**src/rtl/seq_bit_reverser.sv**
```systemverilog
// seq_bit_reverser
//   Multi-cycle, valid/ready handshaked bit reversal. An accepted word is
//   shifted out of a source register into an accumulator, so that bit k of
//   din ends up at bit MAX-1-k of dout.
//
//   Optional build macro: SEQ_BIT_REVERSER_SHIFT2_EN
//     defined   -> two bits per cycle, latency MAX/2 (MAX must be even)
//     undefined -> one bit per cycle, latency MAX
//
//   Ports
//     clk        rising-edge clock
//     reset      synchronous, active-high reset
//     in_valid   producer has a word on din
//     in_ready   block can accept a word (IDLE and not in reset)
//     din        word to reverse (MAX bits)
//     out_valid  dout holds a reversed word (registered)
//     out_ready  consumer accepts dout
//     dout       reversed word, held until the next result replaces it
//     busy       a word is in flight (SHIFT or DONE)
//
//   state  | meaning
//   IDLE   | waiting for in_valid, in_ready high
//   SHIFT  | moving bits from src into acc
//   DONE   | result presented on dout, waiting for out_ready
module seq_bit_reverser #(
  parameter int MAX = 8
) (
  input  logic           clk,
  input  logic           reset,
  input  logic           in_valid,
  output logic           in_ready,
  input  logic [MAX-1:0] din,
  output logic           out_valid,
  input  logic           out_ready,
  output logic [MAX-1:0] dout,
  output logic           busy
);

  localparam int CW = $clog2(MAX);

`ifdef SEQ_BIT_REVERSER_SHIFT2_EN
  localparam int LAST = MAX / 2 - 1;
  if ((MAX % 2) != 0) begin : g_odd_max
    $error("seq_bit_reverser: MAX must be even when two bits are shifted per cycle");
  end
`else
  localparam int LAST = MAX - 1;
`endif

  if (MAX < 2) begin : g_small_max
    $error("seq_bit_reverser: MAX must be at least 2");
  end

  localparam logic [CW-1:0] CNT_LAST = CW'(LAST);

  localparam logic [1:0] S_IDLE  = 2'd0;
  localparam logic [1:0] S_SHIFT = 2'd1;
  localparam logic [1:0] S_DONE  = 2'd2;

  logic [1:0]     state_q, state_d;
  logic [MAX-1:0] src_q, src_d;
  logic [MAX-1:0] acc_q, acc_d;
  logic [CW-1:0]  cnt_q, cnt_d;
  logic [MAX-1:0] dout_q, dout_d;
  logic           out_valid_q, out_valid_d;

  logic [MAX-1:0] acc_shift;
  logic [MAX-1:0] src_shift;

`ifdef SEQ_BIT_REVERSER_SHIFT2_EN
  // Built as a MAX-wide OR so the expression stays legal down to MAX=2.
  logic [MAX-1:0] pair;
  always_comb begin
    pair      = '0;
    pair[1:0] = {src_q[0], src_q[1]};
    acc_shift = (acc_q << 2) | pair;
    src_shift = src_q >> 2;
  end
`else
  always_comb begin
    acc_shift = {acc_q[MAX-2:0], src_q[0]};
    src_shift = src_q >> 1;
  end
`endif

  assign in_ready  = (state_q == S_IDLE) && !reset;
  assign busy      = (state_q != S_IDLE);
  assign out_valid = out_valid_q;
  assign dout      = dout_q;

  always_comb begin
    state_d     = state_q;
    src_d       = src_q;
    acc_d       = acc_q;
    cnt_d       = cnt_q;
    dout_d      = dout_q;
    out_valid_d = out_valid_q;
    case (state_q)
      S_IDLE: begin
        if (in_valid && in_ready) begin
          src_d   = din;
          acc_d   = '0;
          cnt_d   = '0;
          state_d = S_SHIFT;
        end
      end
      S_SHIFT: begin
        acc_d = acc_shift;
        src_d = src_shift;
        cnt_d = cnt_q + CW'(1);
        if (cnt_q == CNT_LAST) begin
          dout_d      = acc_shift;
          out_valid_d = 1'b1;
          state_d     = S_DONE;
        end
      end
      S_DONE: begin
        if (out_valid_q && out_ready) begin
          out_valid_d = 1'b0;
          state_d     = S_IDLE;
        end
      end
      default: begin
        out_valid_d = 1'b0;
        state_d     = S_IDLE;
      end
    endcase
  end

  // Reset also drops any word in flight, including a result sitting in DONE.
  always_ff @(posedge clk) begin
    if (reset) begin
      state_q     <= S_IDLE;
      src_q       <= '0;
      acc_q       <= '0;
      cnt_q       <= '0;
      dout_q      <= '0;
      out_valid_q <= 1'b0;
    end else begin
      state_q     <= state_d;
      src_q       <= src_d;
      acc_q       <= acc_d;
      cnt_q       <= cnt_d;
      dout_q      <= dout_d;
      out_valid_q <= out_valid_d;
    end
  end

endmodule

```
**config.mk**
```make
export PLATFORM = sky130hd
export DESIGN_NAME = seq_bit_reverser
export DESIGN_NICKNAME = d
export VERILOG_FILES = /design/src/rtl/seq_bit_reverser.sv
export SDC_FILE = /design/constraint.sdc
export NUM_CORES = 1
export LEC_CHECK = 0
export ABC_AREA = 0
export BUFFER_PORTS_ARGS = -buffer_cell sky130_fd_sc_hd__buf_2
export CAP_MARGIN = 20
export CORE_MARGIN = 2
export CORE_UTILIZATION = 50
export CTS_BUF_LIST = sky130_fd_sc_hd__clkbuf_8
export CTS_CLUSTER_SIZE = 28
export DETAILED_ROUTE_END_ITERATION = 12
export PLACE_DENSITY = 0.73
export SLEW_MARGIN = 20
export SYNTH_ARGS = -nofsm -noshare
export SYNTH_HDL_FRONTEND = slang
export SYNTH_SLANG_ARGS = --single-unit
export TNS_END_PERCENT = 20
```
**constraint.sdc**
```tcl
create_clock -name clk -period 2.55 [get_ports clk]
set_clock_uncertainty 0.2 [all_clocks]
set_input_delay 0.51 -clock clk [delete_from_list [all_inputs] [get_ports clk]]
set_output_delay 0.51 -clock clk [all_outputs]
set_load 0.02 [all_outputs]
```
==> results.yml, run 1 <==
timing:
  relSlewSlack_pct: 48.87
  slew_violations: 0
  clock.fmax_mhz: 523.9
  rsz0062_at_grt: "false"
  finalSetupViolCount: 0
  min_period_ns: 1.909
  post-route-period-util_pct: 74.85
  timing.final.ws_setup_ns: 0.6414
  tightest_slew_ns: 0.7654
  setup-tns-final_ns: 0
  holdWs_ns: 0.2502
  hold_viol_final: 0
cts:
  cts_resized: 0
  cts_hold_buffers: 0
  clock_latency_ns: 0.27
  clk_pin_slew_ns: 0.06
  h-tree-depth: 2
  cts_buffers: 5
  cts_setup_buffers: 0
  tritoncts: "built"
  cts_buffer_depth: 2
  root_buffer: "clkbuf_8"
  cts_sinks: 29
worst_setup_path:
  crit_family: "flip-flops"
  crit_path_max_incr_delay_ns: 0.38
  critical_path.cell_chain: "or2_1 -> nor2_1 -> buf_2"
  end_kind: "primary output"
  required_ns: 1.84
  critical_path_class: "register to primary output"
  critical_path.max_fanout: 9
  cp-start-kind: "register"
  worstPathArrival_ns: 1.20
  path_buf_inv: 1
  slowest_stage: "dfxtp_1"
flow_run:
  maxCapViolations: 0
synth:
  synth_top_area_share_pct: 47.93
  ys_types: 24
  synthesis.nets: 139
  ys_seq_area_share_pct: 47.93
  yosys-top-cells-area: "dfxtp_1 48%, mux2i_1 7.4%, a211oi_2 7.2%, a22oi_1 5.6%, nor2_1 5.6%"
  netlist_area_um2: 1211
  synthCells: 125
  ys_seq_elements: 29
  synth_warnings: 0
  yosysTopAreaCell: "dfxtp_1"
  syn_avg_cell_area_um2: 9.689
floorplanning:
  core_area_um2: 2255
  die_h_um: 53.22
  die-width_um: 53.22
  die_area_um2: 2832
  initial_core_util_pct: 53.72
  pin_count: 23
  rows: 17
route:
  avgViaCountPerCell: 5.261
  drt_iter0_markers: 14
  drc: 0
  antenna_left: 0
  drtPass1Iterations: 4
  routed_wl_mm: 2.094
  vias: 926
  wl_per_cell_um: 11.90
place:
  gp_congestion: 0.7146
  dp_slack_ns: 0.6901
  hpwl_mm: 1.448
  dp.cells: 168
  io_buffer_count: 22
  placed_area_um2: 1304
layout:
  design_area_um2: 1420
  layout.nets: 161
  final_cell_mix: "29 x dfxtp_1, 22 x buf_2, 18 x nor2_1"
  final_common_cell: "dfxtp_1"
  finish.utilization_pct: 62.99
  drive_gt1_share_pct: 29.05
  syn2layout_area_growth_pct: 17.25
  antennaDiodeCount: 0
  final_cells: 176
pwr:
  p_per_area_nw_per_um2: 731.4
  p_total_mw: 1.039
  leakagePower_nw: 0.5888
  ir_drop_mv: 0.5039
global_routing:
  antenna_found_initial: 0
  grt_pass1_wl_mm: 3.381
  grt_usage_pct: 17.17
  grt_overflow: 0
  grt_max_degree: 30
  grt_pass1_vias: 825
min_path:
  min_path_type: "register to register"
run_status:
  status: "completed"
## worst register-to-register path: stages, from the launching register on
cell      delay [ns]
dfxtp_1         0.39
o21bai_1        0.65
a22oi_1         0.19
nor2_1          0.13
## sequential cells by signal, indices dropped and copies added, names as in the netlist
signal,flops
src_q,8
state_q,2
cnt_q,3
acc_q,7
dout,8
out_valid,1
## layout make-up
| cell class | count | area, um2 |
|---|---|---|
| clock buffers | 6 | 82.58 |
| fillers | 203 | 834.6 |
| repair buffers | 24 | 125.1 |
| multi-input cells | 85 | 555.5 |
| flip-flops and latches | 29 | 580.6 |
| inverters | 2 | 7.507 |
| clock inverters | 2 | 33.78 |
| well taps | 28 | 35.03 |
## power breakdown
part	switching [mW]	internal (mW)	total [mW]
Clock	0.165	0.314	0.479
Sequential	0.0103	0.467	0.478
Combinational	0.0462	0.0353	0.0816
Total	0.222	0.817	1.04
## final timing paths
kind | start | to | slack, ns | depth (start not counted)
hold reg to reg | dout[4] | dout[4] | 0.25 | 2
setup reg to reg | state_q[0] | acc_q[0] | 0.92 | 3
hold / removal | dout[4] | dout[4] | 0.25 | 2
setup / recovery | state_q[1] | in_ready | 0.64 | 3
## synth_stat cells, drive strengths merged
| cell | instances |
|---|---|
| clkbuf | 3 |
| nand3b | 1 |
| mux2i | 9 |
| dfxtp | 29 |
| ha | 2 |
| a2bb2oi | 1 |
| a22oi | 9 |
| nand2 | 17 |
| o32a | 1 |
| nor2 | 21 |
| nor2b | 1 |
| o21bai | 1 |
| o21ba | 1 |
| a21oi | 11 |
| and3b | 1 |
| a211oi | 7 |
| buf | 6 |
| nor3 | 1 |
| inv | 2 |
| or2 | 1 |
## per-layer routing
| layer | GRT usage (%) | part of all wire, % | vias up |
|---|---|---|---|
| met5 | 0 | 0 | - |
| met1 | 19.05 | 46 | 426 |
| met3 | 6.780 | 5.2 | 2 |
| met2 | 27.37 | 47 | 20 |
| li1 | - | - | 478 |
| met4 | 10.26 | 1.2 | 0 |
## kinds of logic after synthesis
| kind of cell | Yosys count | synth area share, % |
|---|---|---|
| buffers and inverters | 11 | 6.198 |
| adders and majority gates | 2 | 2.066 |
| and+or+nand+nor | 43 | 15.50 |
| muxes | 9 | 7.438 |
| AOI/OAI and AO/OA | 31 | 20.87 |
| DFF | 29 | 47.93 |
(Power assumes the default switching activity.)
==> inputs of run 2 (changes only) <==
Settings changed: PLACE_DENSITY 0.73 to 0.76.
Clock period 2.55 ns to 1.7 ns, I/O delays scaled along.
==> results.yml, run 2 (synthesis gave the netlist of run 1 again) <==
run_status:
  status: "completed"
layout:
  drive_gt1_share_pct: 33.11
  syn2layout_area_growth_pct: 16.84
  num-fill-cells: 217
  final_common_cell: "dfxtp_1"
  layout.nets: 163
  antennaDiodeCount: 0
  final_cell_mix: "27 x dfxtp_1, 21 x buf_2, 17 x nor2_1, 17 x nand2_1, 11 x a21oi_1"
floorplanning:
  core_area_um2: 2255
  pin_count: 23
  die_area_um2: 2832
  die-width_um: 53.22
  die_h_um: 53.22
  initial_core_util_pct: 53.72
  rows: 17
worst_setup_path:
  critical_path_class: "register to primary output"
  r2r_slack_ns: 0.15
  worstPathArrival_ns: 1.11
  r2r_end: "cnt_q[0]"
  end_kind: "primary output"
  reg2reg_depth: 3
  r2r-start: "state_q[0]"
  critical_path.max_fanout: 9
  cp-start-kind: "register"
  crit_start: "state_q[1]"
  required_ns: 1.16
  crit_path_end: "in_ready"
timing:
  post-route-period-util_pct: 97.19
  slew_violations: 0
  finalSetupViolCount: 0
  clock.fmax_mhz: 605.2
  holdWs_ns: 0.1531
  relSlewSlack_pct: 53.89
  min_period_ns: 1.652
  tightest_slew_ns: 0.6902
  hold_viol_final: 0
  timing.final.ws_setup_ns: 0.04777
route:
  vias: 959
  drc: 0
  drtPass1Iterations: 4
  routed_wl_mm: 2.195
  wl_per_cell_um: 12.47
  antenna_left: 0
  drt_iter0_markers: 21
  avgViaCountPerCell: 5.449
global_routing:
  grt_max_degree: 30
  antenna_found_initial: 0
  grt_pass1_wl_mm: 3.622
  grt_usage_pct: 18.49
  grt_pass1_vias: 872
  grt_overflow: 0
cts:
  tritoncts: "built"
  h-tree-depth: 2
  cts_sinks: 29
  cts_buffer_depth: 2
  root_buffer: "clkbuf_8"
  clk_pin_slew_ns: 0.06
  clock_latency_ns: 0.28
  cts_setup_buffers: 0
  cts_buffers: 5
place:
  dp_slack_ns: 0.09944
  gp_congestion: 0.7292
  hpwl_mm: 1.508
  io_buffer_count: 22
min_path:
  min_path_type: "input port to register"
pwr:
  p_seq_share_pct: 53.0
  p_clk_share_pct: 37.0
  power.internal_mw: 1.029
  switching_share_pct: 23.74
  ir_drop_mv: 0.6749
  p_per_area_nw_per_um2: 953.7
  comb_power_share_pct: 10.0
  leakagePower_nw: 0.5799
  power_switching_mw: 0.3205
flow_run:
  maxCapViolations: 0
[run 2: per-stage QoR]
stage | power [mW] | utilization, % | instances | cell area (um2) | TNS [ns]
floorplan | 0.8339 | - | 125 | 1211 | 0
global placement | 0.8543 | 58.49 | 170 | 1319 | 0
detailed placement | 0.8609 | 58.49 | 170 | 1319 | 0
CTS | 1.360 | 61.82 | 176 | 1394 | 0
global route | 1.413 | 62.76 | 176 | 1415 | -0.0003443
finish | 1.350 | 62.76 | 176 | 1415 | 0
[run 2: timing repair]
item | in CTS | in global routing
hold buffers | 0 | 0
gates cloned | 0 | 0
setup endpoints to repair | 1 | 17
gates resized for setup | 1 | 8
[run 2: layer usage]
metal  wire [um]  up-vias  GRT usage (%)
met1         940      460          19.96
met2        1088       18          30.04
met3         120        6          8.757
li1            -      475              -
met5           0        -              0
met4          46        0          8.974
[run 2: worst min-delay path by stage]
stage | end | slack, ns | cells past startpoint | start
CTS | out_valid | 0.15 | 3 | out_ready
global placement | dout[4] | 0.24 | 2 | dout[4]
finish | out_valid | 0.15 | 3 | out_ready
global route | out_valid | 0.16 | 3 | out_ready
floorplan | dout[7] | 0.23 | 2 | acc_q[6]
detailed placement | dout[6] | 0.25 | 2 | dout[6]
[run 2: worst max-delay path: stages (launching register included)]
cell and delay (ns):
dfxtp_4 0.37, or2_4 0.27, nor2_4 0.08, buf_6 0.11
[run 2: area by class of cell]
cell class	count	area (um2)	area share (%)
clock buffers	5	68.82	4.863
clock inverters	1	5.005	0.3537
inverters	2	7.507	0.5305
multi-input cells	85	566.8	40.05
flip-flops and latches	29	585.6	41.38
well taps	28	35.03	2.476
repair buffers	26	146.4	10.34
[run 2: power by group through the flow]
stage	Sequential (mW)	Clock [mW]	Combinational [mW]
after global placement	0.730	0	0.124
after detailed placement	0.731	0	0.130
final	0.716	0.499	0.135
after global routing	0.718	0.546	0.149
after floorplan	0.725	0	0.108
after CTS	0.717	0.513	0.130
==> inputs of run 3 (changes only) <==
Settings changed: SETUP_SLACK_MARGIN from default to 0.15.
==> results.yml, run 3 (synthesis gave the netlist of run 1 again) <==
cts:
  cts_hold_buffers: 0
  clock_latency_ns: 0.27
  cts_buffers: 5
  tritoncts: "built"
  root_buffer: "clkbuf_8"
  cts_sinks: 29
  clk_pin_slew_ns: 0.06
  cts_buffer_depth: 2
  h-tree-depth: 2
floorplanning:
  die-width_um: 53.22
  die_area_um2: 2832
  initial_core_util_pct: 53.72
  die_h_um: 53.22
  pin_count: 23
  core_area_um2: 2255
  rows: 17
route:
  drc: 0
  routed_wl_mm: 2.123
  drtPass1Iterations: 4
  wl_per_cell_um: 11.79
  avgViaCountPerCell: 5.128
  antenna_left: 0
  drt_iter0_markers: 12
  vias: 923
run_status:
  status: "completed"
pwr:
  ir_drop_mv: 0.7722
  p_per_area_nw_per_um2: 1059
  leakagePower_nw: 0.6137
layout:
  final_cell_mix: "27 x dfxtp_1, 21 x buf_2, 17 x nor2_1, 17 x nand2_1, 11 x a21oi_1"
  layout.nets: 165
  final_cells: 180
  design_area_um2: 1478
  drive_gt1_share_pct: 34.87
  syn2layout_area_growth_pct: 22.00
  antennaDiodeCount: 0
  final_common_cell: "dfxtp_1"
place:
  io_buffer_count: 22
  gp_congestion: 0.7140
  placed_area_um2: 1321
  dp.cells: 170
  hpwl_mm: 1.464
worst_setup_path:
  reg2reg_depth: 5
  required_ns: 1.16
  critical_path_class: "register to primary output"
  worstPathArrival_ns: 1.07
  cp-start-kind: "register"
  critical_path.max_fanout: 3
  end_kind: "primary output"
timing:
  relSlewSlack_pct: 73.63
  min_period_ns: 1.606
  hold_viol_final: 0
  setup-tns-final_ns: 0
  holdWs_ns: 0.1816
  clock.fmax_mhz: 622.5
  finalSetupViolCount: 0
  slew_violations: 0
  tightest_slew_ns: 0.3937
  rsz0062_at_grt: "true"
  post-route-period-util_pct: 94.50
min_path:
  holdPathStages: 3
  min_path_type: "input port to register"
global_routing:
  grt_overflow: 0
  grt_max_degree: 30
  grt_pass1_vias: 828
  grt_pass1_wl_mm: 3.498
  antenna_found_initial: 0
  grt_usage_pct: 17.79
flow_run:
  maxCapViolations: 0
[run 3: cell count changes in the layout (fill, tap and decap cells not counted)]
cell and delta:
buf_4 +2, bufinv_16 +1, clkbuf_8 +1, clkinv_2 -1, dfxtp_2 -1, dfxtp_4 +1, inv_1 +1, nor2b_1 -1
nor2b_2 +1
[run 3: critical path: stages, from the launching register on]
cell	delay [ns]
dfxtp_4	0.34
or2_4	0.26
nor2_4	0.08
buf_6	0.11
[run 3: report_power, final]
part	internal (mW)	switching, mW
combinational	0.0637	0.0746
clock	0.471	0.244
sequential	0.699	0.0128
[run 3: repair_timing]
item / CTS / global route
hold endpoints to repair: 0 / 0
endpoints found under the setup margin: 15 / 21
setup buffers: 2 / 0
gates cloned: 0 / 0
pin swaps: 1 / 0
resized for setup: 9 / 1
[run 3: path summary, 6_finish.rpt]
path / from / end / slack (ns)
worst max-delay path: state_q[0] / in_ready / 0.09
worst min register to register: dout[4] / dout[4] / 0.25
worst min-delay path: out_ready / out_valid / 0.18
worst max register to register: cnt_q[0] / state_q[1] / 0.18
[run 3: routing by layer]
layer	wire [um]	GRT usage (%)	share of wire (%)	up-vias
met4	48	10.26	2.3	0
met1	956	20.18	45	412
met3	108	6.780	5.1	5
met5	0	0	0	-
li1	-	-	-	482
met2	1011	28.19	48	24
[run 3: metrics by stage]
step | util, % | total power, mW | worst slack (ns)
final | 65.54 | 1.565 | 0.09352
after CTS | 65.43 | 1.581 | 0.08639
after global routing | 65.54 | 1.631 | 0.05497
after global placement | 58.60 | 0.8554 | 0.1896
after floorplan | - | 0.8347 | 0.1921
after detailed placement | 58.60 | 0.8595 | 0.1441
[run 3: area by class of cell]
class | instances | area, um2
Multi-Input combinational cell | 85 | 569.3
Inverter | 2 | 7.507
Sequential cell | 29 | 588.1
Timing Repair Buffer | 28 | 161.4
Clock inverter | 2 | 33.78
Clock buffer | 6 | 82.58
Tap cell | 28 | 35.03
Fill cell | 198 | 777.0
